## config.mk

```make
export PLATFORM = sky130hd
export DESIGN_NAME = seq_mul16_ctrl
export DESIGN_NICKNAME = d
export VERILOG_FILES = /design/src/rtl/mul_ctrl_defs.sv /design/src/rtl/twoscomplement_16bit.sv /design/src/rtl/seq_mul16_ctrl.sv
export SDC_FILE = /design/constraint.sdc
export NUM_CORES = 1
export LEC_CHECK = 0
export BUFFER_PORTS_ARGS = -buffer_cell sky130_fd_sc_hd__buf_2
export CORE_MARGIN = 1
export CORE_UTILIZATION = 40
export DETAILED_ROUTE_END_ITERATION = 7
export PLACE_DENSITY_LB_ADDON = 0.25
export REMOVE_ABC_BUFFERS = 1
export SYNTH_ARGS = -nofsm -noshare
export SYNTH_HDL_FRONTEND = slang
export SYNTH_SLANG_ARGS = --single-unit
```

## constraint.sdc

```tcl
create_clock -name clk -period 4.08 [get_ports clk]
set_clock_uncertainty 0.05 [all_clocks]
set_input_delay 0.204 -clock clk [delete_from_list [all_inputs] [get_ports clk]]
set_output_delay 0.204 -clock clk [all_outputs]
set_load 0.01 [all_outputs]
```

## src/rtl/mul_ctrl_defs.sv

```systemverilog
// Shared definitions for the sequential 16x16 multiplier controller:
// FSM encoding and iteration/latency constants.
package mul_ctrl_defs;

  typedef enum logic [1:0] {
    IDLE = 2'd0,
    RUN  = 2'd1,
    SIGN = 2'd2,
    DONE = 2'd3
  } mul_state_t;

  localparam int MUL_ITER = 16;
  localparam int MUL_LAT  = 17;

endpackage

```

## src/rtl/twoscomplement_16bit.sv

```systemverilog
// Conditional two's complement of a 16-bit value; passes the input through
// when en is low. Used to turn signed operands into magnitudes.
module twoscomplement_16bit (
  input  logic        en,
  input  logic [15:0] in,
  output logic [15:0] out
);

  assign out = en ? (~in + 16'd1) : in;

endmodule

```

## src/rtl/seq_mul16_ctrl.sv

```systemverilog
// Sequential shift-add 16x16->32 multiplier with start/busy/done handshake.
// Signed operands are reduced to magnitudes and the product negated at the end.
module seq_mul16_ctrl
  import mul_ctrl_defs::*;
#(
  parameter int WIDTH = 16
) (
  input  logic               clk,
  input  logic               reset,
  input  logic               start,
  input  logic               sgn,
  input  logic [WIDTH-1:0]   op_a,
  input  logic [WIDTH-1:0]   op_b,
  output logic               busy,
  output logic               done,
  output logic [2*WIDTH-1:0] product
);

  mul_state_t state_q, state_d;

  logic [2*WIDTH:0]   acc_q, acc_d;
  logic [WIDTH-1:0]   mcand_q, mcand_d;
  logic [WIDTH-1:0]   mplr_q, mplr_d;
  logic [3:0]         cnt_q, cnt_d;
  logic               neg_q, neg_d;
  logic [2*WIDTH-1:0] product_q, product_d;

  logic [WIDTH-1:0]   mag_a, mag_b;
  logic [WIDTH:0]     sum;
  logic               accept;
  logic               last_iter;

  twoscomplement_16bit u_abs_a (
    .en  (sgn & op_a[WIDTH-1]),
    .in  (op_a),
    .out (mag_a)
  );

  twoscomplement_16bit u_abs_b (
    .en  (sgn & op_b[WIDTH-1]),
    .in  (op_b),
    .out (mag_b)
  );

  assign accept    = start && (state_q == IDLE || state_q == DONE);
  assign last_iter = (cnt_q == 4'(MUL_ITER - 1));
  assign sum       = acc_q[2*WIDTH:WIDTH] + {1'b0, (mplr_q[0] ? mcand_q : '0)};

  always_ff @(posedge clk or posedge reset) begin
    if (reset) state_q <= IDLE;
    else       state_q <= state_d;
  end

  always_comb begin
    state_d = state_q;
    case (state_q)
      IDLE:    if (start) state_d = RUN;
      RUN:     if (last_iter) state_d = SIGN;
      SIGN:    state_d = DONE;
      DONE:    state_d = start ? RUN : IDLE;
      default: state_d = IDLE;
    endcase
  end

  always_comb begin
    busy = (state_q == RUN) || (state_q == SIGN);
    done = (state_q == DONE);
  end

  always_comb begin
    acc_d     = acc_q;
    mcand_d   = mcand_q;
    mplr_d    = mplr_q;
    cnt_d     = cnt_q;
    neg_d     = neg_q;
    product_d = product_q;
    if (accept) begin
      mcand_d   = mag_a;
      mplr_d    = mag_b;
      neg_d     = sgn & (op_a[WIDTH-1] ^ op_b[WIDTH-1]);
      acc_d     = '0;
      cnt_d     = '0;
      product_d = '0;
    end else if (state_q == RUN) begin
      // Add into the upper half, then shift the whole 33-bit window right.
      acc_d  = {sum, acc_q[WIDTH-1:0]} >> 1;
      mplr_d = mplr_q >> 1;
      cnt_d  = cnt_q + 4'd1;
    end else if (state_q == SIGN) begin
      product_d = neg_q ? (~acc_q[2*WIDTH-1:0] + 32'd1) : acc_q[2*WIDTH-1:0];
    end
  end

  always_ff @(posedge clk or posedge reset) begin
    if (reset) begin
      acc_q     <= '0;
      mcand_q   <= '0;
      mplr_q    <= '0;
      cnt_q     <= '0;
      neg_q     <= 1'b0;
      product_q <= '0;
    end else begin
      acc_q     <= acc_d;
      mcand_q   <= mcand_d;
      mplr_q    <= mplr_d;
      cnt_q     <= cnt_d;
      neg_q     <= neg_d;
      product_q <= product_d;
    end
  end

  assign product = product_q;

endmodule

```

==> summary.txt, run 1 <==
Cells and area
  – Share of layout cells above drive strength 1: 14.9%
  – Antenna cells: 0
  – Final Util: 47.1%
  – Area Growth Syn to Fin: 13.3%
  – # nets final: 829
  – Non-Filler Cell Area, Final: 0.00727 mm2

Logic synthesis
  – Async set-or-reset flop fraction in the synthesized netlist: 100%
  – Synth Flop Type: dfrtp_1
  – Post-synthesis cell type count: 61
  – Yosys warning count: 0
  – Adder-Cell Fraction of Synth Area: 5.19%
  – Mux contribution to synthesized area: 4.52%
  – Cell Area, Synth: 0.00642 mm2
  – Avg Inst Size Synth: 8.94 um2
  – Most common cell in the synthesized netlist: dfrtp_1
  – Yosys top cell area share: 40.2%
  – Dominant cells by area after synthesis: dfrtp_1 (40%), o21ai_0 (5.7%), nand2_1 (5.3%), xor2_1 (4.9%), ha_1 (4.9%)
  – Largest family of logic cells by synthesized area: simple AND/OR/NAND/NOR gates
  – Synthesized instance count: 718
  – Largest area contributor in the netlist: dfrtp_1
  – EDFF count, synth: 0
  – Number of synthesized register bits: 103
  – Synth Area in Compound Gates: 18.1%
  – Simple-gate portion of the synthesized area: 19.9%
  – Post-synthesis sequential area ratio: 40.2%
  – Post-Synth XOR/XNOR Area: 8.74%
  – Commonest cells post-synth: dfrtp_1 (103), nand2_1 (91), o21ai_0 (73), nor2_1 (55), a21oi_1 (41)

Route
  – WL final: 14600 um
  – Drt via density: 5.34
  – Remaining DRCs: 0
  – Detailed Route Iter0 Violations: 346
  – DR pass1 iterations: 5
  – ANT nets after route: 0
  – DR WL/cell: 14.8 um
  – Via count: 5240

STA
  – Final hold slack: -0.00716 ns
  – Period utilization: 75.9%
  – Final hold violations: 4
  – Slew Viols, Final: 0
  – Final worst slack: 0.985 ns
  – Setup TNS: 0 ns
  – # setup viols final: 0
  – Tmin final: 3.09 ns
  – RSZ-0062 raised after global routing: no
  – F_max: 0.323 GHz
  – Measured slew at the worst slew-check pin: 1.14 ns
  – Rel. slew slack: 24.0%

Placement
  – Buffers on Ports: 69
  – GPL Wtd Cong: 0.830
  – Detailed placement HPWL: 10700 um
  – Place WS: 0.972 ns
  – DP Area: 0.00695 mm2

Critical path
  – Element type at the critical path start: flop
  – Critical path type: flop to flop
  – Reg2reg path depth: 8
  – Setup crit end kind: flop
  – Critical path fanouts, max: 17
  – Crit-path cells: and2_1, ha_1, fa_1, a21o_1, a311oi_1, nor3b_1, o21ai_0, or3b_2
  – Largest stage delay, worst path: 0.55 ns
  – Critical-path top delay cell: a311oi_1
  – Worst flop-to-flop path endpoint: acc_q[27]$_DFFE_PP0P_
  – Worst EP arrival: 3.27 ns
  – WP data required: 4.25 ns
  – Reg2reg start: mplr_q[0]$_DFFE_PP0P_
  – R2R setup slack: 0.99 ns

Die
  – Rows: 45
  – Die Y-Extent: 129 um
  – I/O pin total: 70
  – DIE AREA: 0.0166 mm2
  – Die W: 129 um
  – Initial Util: 41.6%
  – Core ar.: 0.0154 mm2

GRT
  – First-pass GRT wire length: 24200 um
  – Initial antenna violation count: 0
  – Number of global-route vias before repair: 4954
  – Grt ovf: 0
  – Largest net degree at the start of global routing: 73
  – Tot GR Track Use: 18.5%

Status
  – Failing checks: hold timing
  – Status: finished, violations left

Clock tree
  – Clock Latency Late Sink: 0.35 ns
  – CTS Root Cell: clkbuf_16
  – Reg clk slew, reported paths: 0.07 ns
  – Post-CTS sizing: 0
  – Setup bufs post-CTS: 0
  – Max clock buf depth: 2
  – CTS tree: built
  – H-tree depth: 3
  – Total CTS buffers: 9
  – Sink Count: 103
  – Hold buffer count at CTS: 0

Flow run
  – Max cap viols: 0

Power
  – Pwr per Cell Area: 700 mW/mm2
  – Pleak: 3.38 nW
  – VDD IR-drop max: 0.000358 V

Hold path
  – Hold Path Class: input pin to asynchronous set/reset pin
-- area by class of cell --
cell class              count  area, um2
fillers                  1515       8160
well taps                 211        264
inverters                  17       66.3
flip-flops and latches    103       2580
repair buffers             77        405
multi-input cells         559       3640
clock buffers               9        225
clock inverters             6       93.8
-- worst max-delay path: cells and delay by family, from the launching register on --
family	cells	cell delay [ns]
AOI/OAI and AO/OA	3	0.95
DFF	1	0.51
and+or+nand+nor	3	0.83
adders and majority gates	2	0.64
-- worst max path at each step --
stage / start / to
floorplan: state_q[0]$_DFFE_PP0P_ / product[31]$_DFFE_PP0P_
global placement: mplr_q[0]$_DFFE_PP0P_ / acc_q[27]$_DFFE_PP0P_
detailed placement: mplr_q[0]$_DFFE_PP0P_ / acc_q[27]$_DFFE_PP0P_
CTS: mplr_q[0]$_DFFE_PP0P_ / acc_q[27]$_DFFE_PP0P_
global route: mplr_q[0]$_DFFE_PP0P_ / acc_q[27]$_DFFE_PP0P_
finish: mplr_q[0]$_DFFE_PP0P_ / acc_q[27]$_DFFE_PP0P_
-- kinds of logic after synthesis --
logic type / after synthesis
AO/OA/AOI/OAI: 188
XOR/XNOR: 64
adder cells (fa/ha/maj): 26
buffers and inverters: 56
flip-flops: 103
multiplexers: 29
AND/OR/NAND/NOR: 252
-- state kept, by name, indices dropped and copies added (netlist names) --
register	count
neg_q	1
state_q	2
product	32
mplr_q	16
cnt_q	4
mcand_q	16
acc_q	32
-- per-layer routing --
layer	track usage [%]	part of all wire (%)	vias to the layer above	wire length, um
met4	7.54	1.9	0	278
met5	0	0	-	0
met2	29.7	45	119	6560
met3	2.58	3.7	17	534
met1	25.1	49	2465	7180
li1	-	-	2639	-
-- per-stage QoR --
stage	cells	hold WS, ns	total power, W
CTS	982	0.0338	0.00513
detailed placement	967	0.414	0.00418
global route	982	0.0896	0.00552
global placement	967	0.401	0.00411
floorplan	679	0.271	0.00347
finish	982	-0.00716	0.00509
-- cells in the final DEF, fill, tap and decap left out, types with 8 or more instances in the layout --
cell,Yosys,layout
dfrtp_1,103,103
nand2_1,91,91
o21ai_0,73,73
buf_2,3,69
nor2_1,55,53
a21oi_1,41,41
xor2_1,36,36
mux2i_1,29,29
xnor2_1,28,28
ha_1,25,24
a211oi_1,19,19
nor3_1,18,18
and2_1,18,18
inv_1,17,16
nor2b_1,12,12
a31oi_1,9,9
o41ai_1,9,9
clkbuf_16,0,9
nand3_1,8,8
buf_4,0,8
-- where the power goes --
part,total (W),leakage (nW),switching [W],internal [W]
combinational,0.00245,1.88,0.00148,0.000972
sequential,0.00170,1.35,0.000334,0.00137
clock,0.000932,0.158,0.000391,0.000541
Power figures use the tool's default switching activity.
==> run 2, diff against run 1 <==
Clock period 4.08 ns to 3 ns, I/O delays scaled along.
==> summary.txt, run 2 (synthesis results as in run 1) <==
Cells and area
  – Area Growth Syn to Fin: 13.5%
  – Commonest non-fill, non-tap cell in the layout: dfrtp_1
  – Antenna cells: 0 (unchanged)
  – Most frequent cells in the layout: dfrtp_1 (103), nand2_1 (91), o21ai_0 (73)
  – # nets final: 834 (+0.60%)
  – Non-Filler Instances: 987 (+0.51%)
  – Share of layout cells above drive strength 1: 15.3% (+0.42 points)

STA
  – # setup viols final: 0 (unchanged)
  – Measured slew at the worst slew-check pin: 0.817 ns (-0.323 ns)
  – Period utilization: 94.2% (+18 points)
  – Final hold violations: 0 (-4)
  – Rel. slew slack: 45.5% (+22 points)
  – F_max: 0.354 GHz (+9.5%)
  – RSZ-0062 raised after global routing: no
  – Slew Viols, Final: 0 (unchanged)
  – Tmin final: 2.83 ns (-0.269 ns)

Placement
  – Buffers on Ports: 69 (unchanged)
  – Placed cell count: 971 (+0.41%)
  – GPL Wtd Cong: 0.884 (+6.4%)
  – Detailed placement HPWL: 10700 um (+0.39%)

Critical path
  – Critical path fanouts, max: 4 (-13)
  – Largest stage delay, worst path: 0.44 ns (-0.11 ns)
  – Worst flop-to-flop path endpoint: acc_q[29]$_DFFE_PP0P_
  – Reg2reg start: mcand_q[0]$_DFFE_PP0P_
  – Crit-path cells: and2_1, ha_1, fa_1, a21o_1, a311oi_1, buf_4, nor3_1, a2111oi_0, a211oi_1
  – Worst EP arrival: 2.99 ns (-0.28 ns)
  – WP data required: 3.17 ns (-1.08 ns)
  – Critical-path top delay cell: a2111oi_0
  – Element type at the critical path start: flop
  – Critical path type: flop to flop
  – Reg2reg path depth: 9 (+1)
  – R2R setup slack: 0.17 ns (-0.81 ns)
  – Setup crit end kind: flop

Hold path
  – HP Start: op_a[15]
  – Hold Path Class: input pin to flop
  – Hold endpoint: mcand_q[15]$_DFFE_PP0P_
  – Hold Path Depth: 3

Route
  – ANT nets after route: 0 (unchanged)
  – Remaining DRCs: 0 (unchanged)
  – Via count: 5232 (-0.15%)
  – DR pass1 iterations: 4 (-1)
  – Detailed Route Iter0 Violations: 300 (-13%)
  – WL final: 14500 um (about the same)
  – DR WL/cell: 14.7 um (-0.57%)
  – Drt via density: 5.30 (-0.66%)

Clock tree
  – Max clock buf depth: 2 (unchanged)
  – Reg clk slew, reported paths: 0.07 ns (about the same)
  – Clock Latency Late Sink: 0.36 ns (about the same)
  – CTS tree: built
  – CTS Root Cell: clkbuf_16
  – Total CTS buffers: 9 (unchanged)
  – H-tree depth: 3 (unchanged)
  – Post-CTS sizing: 0 (unchanged)
  – Sink Count: 103 (unchanged)

Power
  – VDD IR-drop max: 0.000396 V (+10%)
  – Total chip power: 0.00682 W (+34%)
  – Pwr per Cell Area: 936 mW/mm2 (+34%)
  – Pleak: 3.39 nW (+0.18%)

GRT
  – GR Layer Usage met1: 26.4% (+1.3 points)
  – First-pass GRT wire length: 24900 um (+2.9%)
  – GR Util met2: 30.2% (+0.54 points)
  – Number of global-route vias before repair: 4998 (+0.89%)
  – Largest net degree at the start of global routing: 63 (-14%)
  – Most crowded layer after global routing: met2
  – Grt ovf: 0 (unchanged)
  – M3 GR Usage: 2.66% (+0.083 points)
  – Initial antenna violation count: 0 (unchanged)
  – Tot GR Track Use: 18.9% (+0.43 points)

Flow run
  – Max cap viols: 0 (unchanged)

Die
  – I/O pin total: 70 (unchanged)
  – Initial Util: 41.6% (unchanged)
  – Rows: 45 (unchanged)
  – DIE AREA: 0.0166 mm2 (unchanged)
  – Die Y-Extent: 129 um (unchanged)
  – Die W: 129 um (unchanged)
  – Core ar.: 0.0154 mm2 (unchanged)

Status
  – Status: finished clean
==> run 2: through the flow <==
step	instance area, um2	TNS, ns	worst slack (ns)	hold slack (ns)	utilization, %
after floorplan	6270	-44.85	-1.42	0.217	-
after global placement	6990	0	0.325	0.300	45.3
after detailed placement	6990	0	0.213	0.312	45.3
after CTS	7280	0	0.189	0.0149	47.2
after global routing	7280	0	0.0535	0.0204	47.2
final	7280	0	0.175	0.0253	47.2
==> run 2: power by group <==
| part | internal, W | total (W) | switching (W) |
|---|---|---|---|
| combinational | 0.00135 | 0.00341 | 0.00206 |
| clock | 0.000574 | 0.00112 | 0.000548 |
| sequential | 0.00186 | 0.00228 | 0.000425 |
| total | 0.00378 | 0.00682 | 0.00303 |
==> run 2: area by class of cell <==
type	count	area (um2)
Inverter	17	66.3
Multi-Input combinational cell	559	3640
Fill cell	1537	8140
Tap cell	211	264
Timing Repair Buffer	82	458
Sequential cell	103	2580
Clock buffer	9	225
Clock inverter	6	56.3
==> run 2: per-layer routing <==
layer  vias to the layer above  share of wire, %
met4                         0               1.2
li1                       2654                 -
met3                        12               3.8
met5                         -                 0
met2                       111                45
met1                      2455                50
==> run 2: critical path, delay by kind of cell, from the launching register on <==
family / cells / cell delay, ns
fa+ha+maj: 2 / 0.63
flops: 1 / 0.37
simple gates: 2 / 0.24
buf+inv: 1 / 0.20
compound gates: 4 / 1.19
==> run 2: timing repair <==
item / 4_1_cts / 5_1_grt
setup buffers: 0 / 0
hold buffers: 1 / 0
setup endpoints to repair: 0 / 0
endpoints found under the hold margin: 61 / 0
==> run 2: how the worst max path moves through the flow <==
stage	from	to	slack, ns	depth (start not counted)
after CTS	mcand_q[0]$_DFFE_PP0P_	acc_q[29]$_DFFE_PP0P_	0.19	9
after global placement	mcand_q[0]$_DFFE_PP0P_	acc_q[29]$_DFFE_PP0P_	0.32	9
after global routing	mcand_q[0]$_DFFE_PP0P_	acc_q[29]$_DFFE_PP0P_	0.05	9
after floorplan	state_q[0]$_DFFE_PP0P_	product[31]$_DFFE_PP0P_	-1.42	6
final	mcand_q[0]$_DFFE_PP0P_	acc_q[29]$_DFFE_PP0P_	0.17	9
after detailed placement	mcand_q[0]$_DFFE_PP0P_	acc_q[29]$_DFFE_PP0P_	0.21	9
==> run 3, diff against run 2 <==
Settings changed: ABC_AREA from default to 1.
==> summary.txt, run 3 <==
Status
  – Status: finished clean

Clock tree
  – Sink Count: 103 (unchanged)
  – H-tree depth: 3 (unchanged)
  – Clock Latency Late Sink: 0.36 ns (about the same)
  – Total CTS buffers: 9 (unchanged)
  – Setup bufs post-CTS: 0 (unchanged)
  – Reg clk slew, reported paths: 0.07 ns (about the same)
  – CTS Root Cell: clkbuf_16
  – Max clock buf depth: 2 (unchanged)
  – CTS tree: built

STA
  – Rel. slew slack: 55.9% (+10 points)
  – Setup TNS: 0 ns (unchanged)
  – # setup viols final: 0 (unchanged)
  – Final hold violations: 0 (unchanged)
  – F_max: 0.410 GHz (+16%)
  – RSZ-0062 raised after global routing: no
  – Final hold slack: 0.0247 ns (-0.000547 ns)
  – Slew Viols, Final: 0 (unchanged)
  – Measured slew at the worst slew-check pin: 0.662 ns (-0.156 ns)
  – Tmin final: 2.44 ns (-0.385 ns)
  – Period utilization: 81.3% (-13 points)

Placement
  – Placed cell count: 1278 (+32%)
  – GPL Wtd Cong: 0.869 (-1.7%)
  – Detailed placement HPWL: 12200 um (+14%)
  – Buffers on Ports: 69 (unchanged)

GRT
  – First-pass GRT wire length: 28100 um (+13%)
  – Initial antenna violation count: 0 (unchanged)
  – Number of global-route vias before repair: 5803 (+16%)
  – Grt ovf: 0 (unchanged)
  – Tot GR Track Use: 20.0% (+1.0 points)
  – Largest net degree at the start of global routing: 55 (-13%)

Route
  – Via count: 6252 (+19%)
  – DR pass1 iterations: 7 (+3)
  – WL final: 16200 um (+11%)
  – Detailed Route Iter0 Violations: 396 (+32%)
  – ANT nets after route: 0 (unchanged)
  – DR WL/cell: 12.5 um (-15%)
  – Drt via density: 4.83 (-8.9%)
  – Remaining DRCs: 0 (unchanged)

Cells and area
  – Multi-input logic area: 0.00352 mm2 (-3.2%)
  – Commonest non-fill, non-tap cell in the layout: nand2_1
  – Fill cell count: 1751 (+14%)
  – Final Util: 46.2% (-1.0 points)
  – Area Growth Syn to Fin: 13.0%
  – Antenna cells: 0 (unchanged)
  – Share of layout cells above drive strength 1: 10.3% (-5.0 points)
  – # nets final: 1132 (+36%)
  – Register area: 0.00258 mm2 (unchanged)
  – Non-Filler Instances: 1295 (+31%)
  – Most frequent cells in the layout: nand2_1 (345), inv_1 (140), dfrtp_1 (103)

Critical path
  – Element type at the critical path start: flop
  – WP data required: 3.22 ns (+0.05 ns)
  – Critical path type: flop to flop
  – Worst EP arrival: 2.66 ns (-0.33 ns)
  – Setup crit end kind: flop
  – Critical path fanouts, max: 24 (+20)

Logic synthesis
  – Synthesized instance count: 1007 (+40%)
  – EDFF count, synth: 0 (unchanged)
  – Commonest cells post-synth: nand2_1 (345), inv_1 (141), dfrtp_1 (103), nand3_1 (87), nor2_1 (84)
  – Number of synthesized register bits: 103 (unchanged)
  – Largest area contributor in the netlist: dfrtp_1
  – Async set-or-reset flop fraction in the synthesized netlist: 100% (unchanged)
  – Post-synthesis sequential area ratio: 38.0% (-2.2 points)
  – Yosys top cell area share: 38.0% (-2.2 points)
  – Dominant cells by area after synthesis: dfrtp_1 (38%), nand2_1 (19%), inv_1 (7.8%), nand3_1 (6.4%), nor2_1 (4.7%)
  – Most common cell in the synthesized netlist: nand2_1
  – Post-synthesis cell type count: 35 (-43%)
  – Avg Inst Size Synth: 6.73 um2 (-25%)
  – Yosys warning count: 0 (unchanged)
  – Synth Flop Type: dfrtp_1
  – Cell Area, Synth: 0.00678 mm2 (+5.7%)

Hold path
  – Hold Path Class: input pin to flop

Die
  – Core ar.: 0.0166 mm2 (+7.5%)
  – Die W: 132 um (+2.7%)
  – Rows: 47 (+4.4%)
  – Initial Util: 40.9% (-0.71 points)
  – Die Y-Extent: 132 um (+2.7%)
  – I/O pin total: 70 (unchanged)
  – DIE AREA: 0.0175 mm2 (+5.6%)

Flow run
  – Max cap viols: 0 (unchanged)

Power
  – Pwr per Cell Area: 879 mW/mm2 (-6.1%)
  – Pleak: 4.40 nW (+30%)
  – VDD IR-drop max: 0.000402 V (+1.6%)
run 3: cell count changes in the layout (fill, tap and decap cells not counted), moves of 28 or more:
cell,change
nand2_1,+254
inv_1,+124
nand3_1,+79
nor2_1,+31
mux2i_1,-29
xnor2_1,-28
xor2_1,-28
run 3: layout make-up:
type	instances	share of cell area (%)
inverter	145	7.14
clock buffer	12	3.48
tap	220	3.59
timing repair buffer	79	5.52
sequential	103	33.6
clock inverter	4	0.686
multi-input combinational	732	45.9
run 3: path summary, 6_finish.rpt:
| kind | startpoint | to | slack, ns | depth (start not counted) |
|---|---|---|---|---|
| setup / recovery | state_q[0]$_DFFE_PP0P_ | acc_q[4]$_DFFE_PP0P_ | 0.56 | 7 |
| hold / removal | op_a[7] | mcand_q[7]$_DFFE_PP0P_ | 0.02 | 3 |
| setup reg to reg | state_q[0]$_DFFE_PP0P_ | acc_q[4]$_DFFE_PP0P_ | 0.56 | 7 |
| hold reg to reg | product[29]$_DFFE_PP0P_ | product[29]$_DFFE_PP0P_ | 0.43 | 2 |
| max in group asynchronous | reset | product[29]$_DFFE_PP0P_ | 1.71 | 4 |
| min in group asynchronous | reset | mplr_q[14]$_DFFE_PP0P_ | 0.40 | 3 |
run 3: power breakdown:
group,switching (W),total (W),internal [W],leakage (nW)
clock,0.000530,0.00125,0.000717,0.159
combinational,0.00217,0.00332,0.00116,2.88
sequential,0.000350,0.00216,0.00181,1.37
run 3: kinds of logic after synthesis:
logic type | share of synthesized area, %
AO/OA/AOI/OAI | 11.9
XOR/XNOR | 1.03
adder cells (fa/ha/maj) | 4.91
buffers and inverters | 10.1
flip-flops | 38.0
AND/OR/NAND/NOR | 34.1
run 3: routing by layer:
layer / up-vias / global-route usage [%] / share of wire (%)
met5: - / 0 / 0
met4: 0 / 6.45 / 1.3
met3: 12 / 3.04 / 3.9
met2: 133 / 30.5 / 43
met1: 2775 / 28.9 / 52
li1: 3332 / - / -
run 3: repair_timing:
item,in CTS,in global routing
gates resized for setup,0,0
hold buffers,1,0
endpoints found under the hold margin,52,0
run 3: through the flow:
step	area [um2]	worst slack, ns	total power, W
final	7660	0.560	0.00673
after global placement	7330	0.666	0.00546
after CTS	7660	0.562	0.00678
after floorplan	6640	0.0962	0.00452
after global routing	7660	0.404	0.00742
after detailed placement	7330	0.572	0.00551
run 3: worst max-delay path, cell delays in order (launching register included):
cell	delay (ns)
dfrtp_1	0.37
inv_1	0.11
ha_1	0.37
nor2_4	0.10
nor2_2	0.45
inv_1	0.39
buf_4	0.33
o22ai_1	0.18
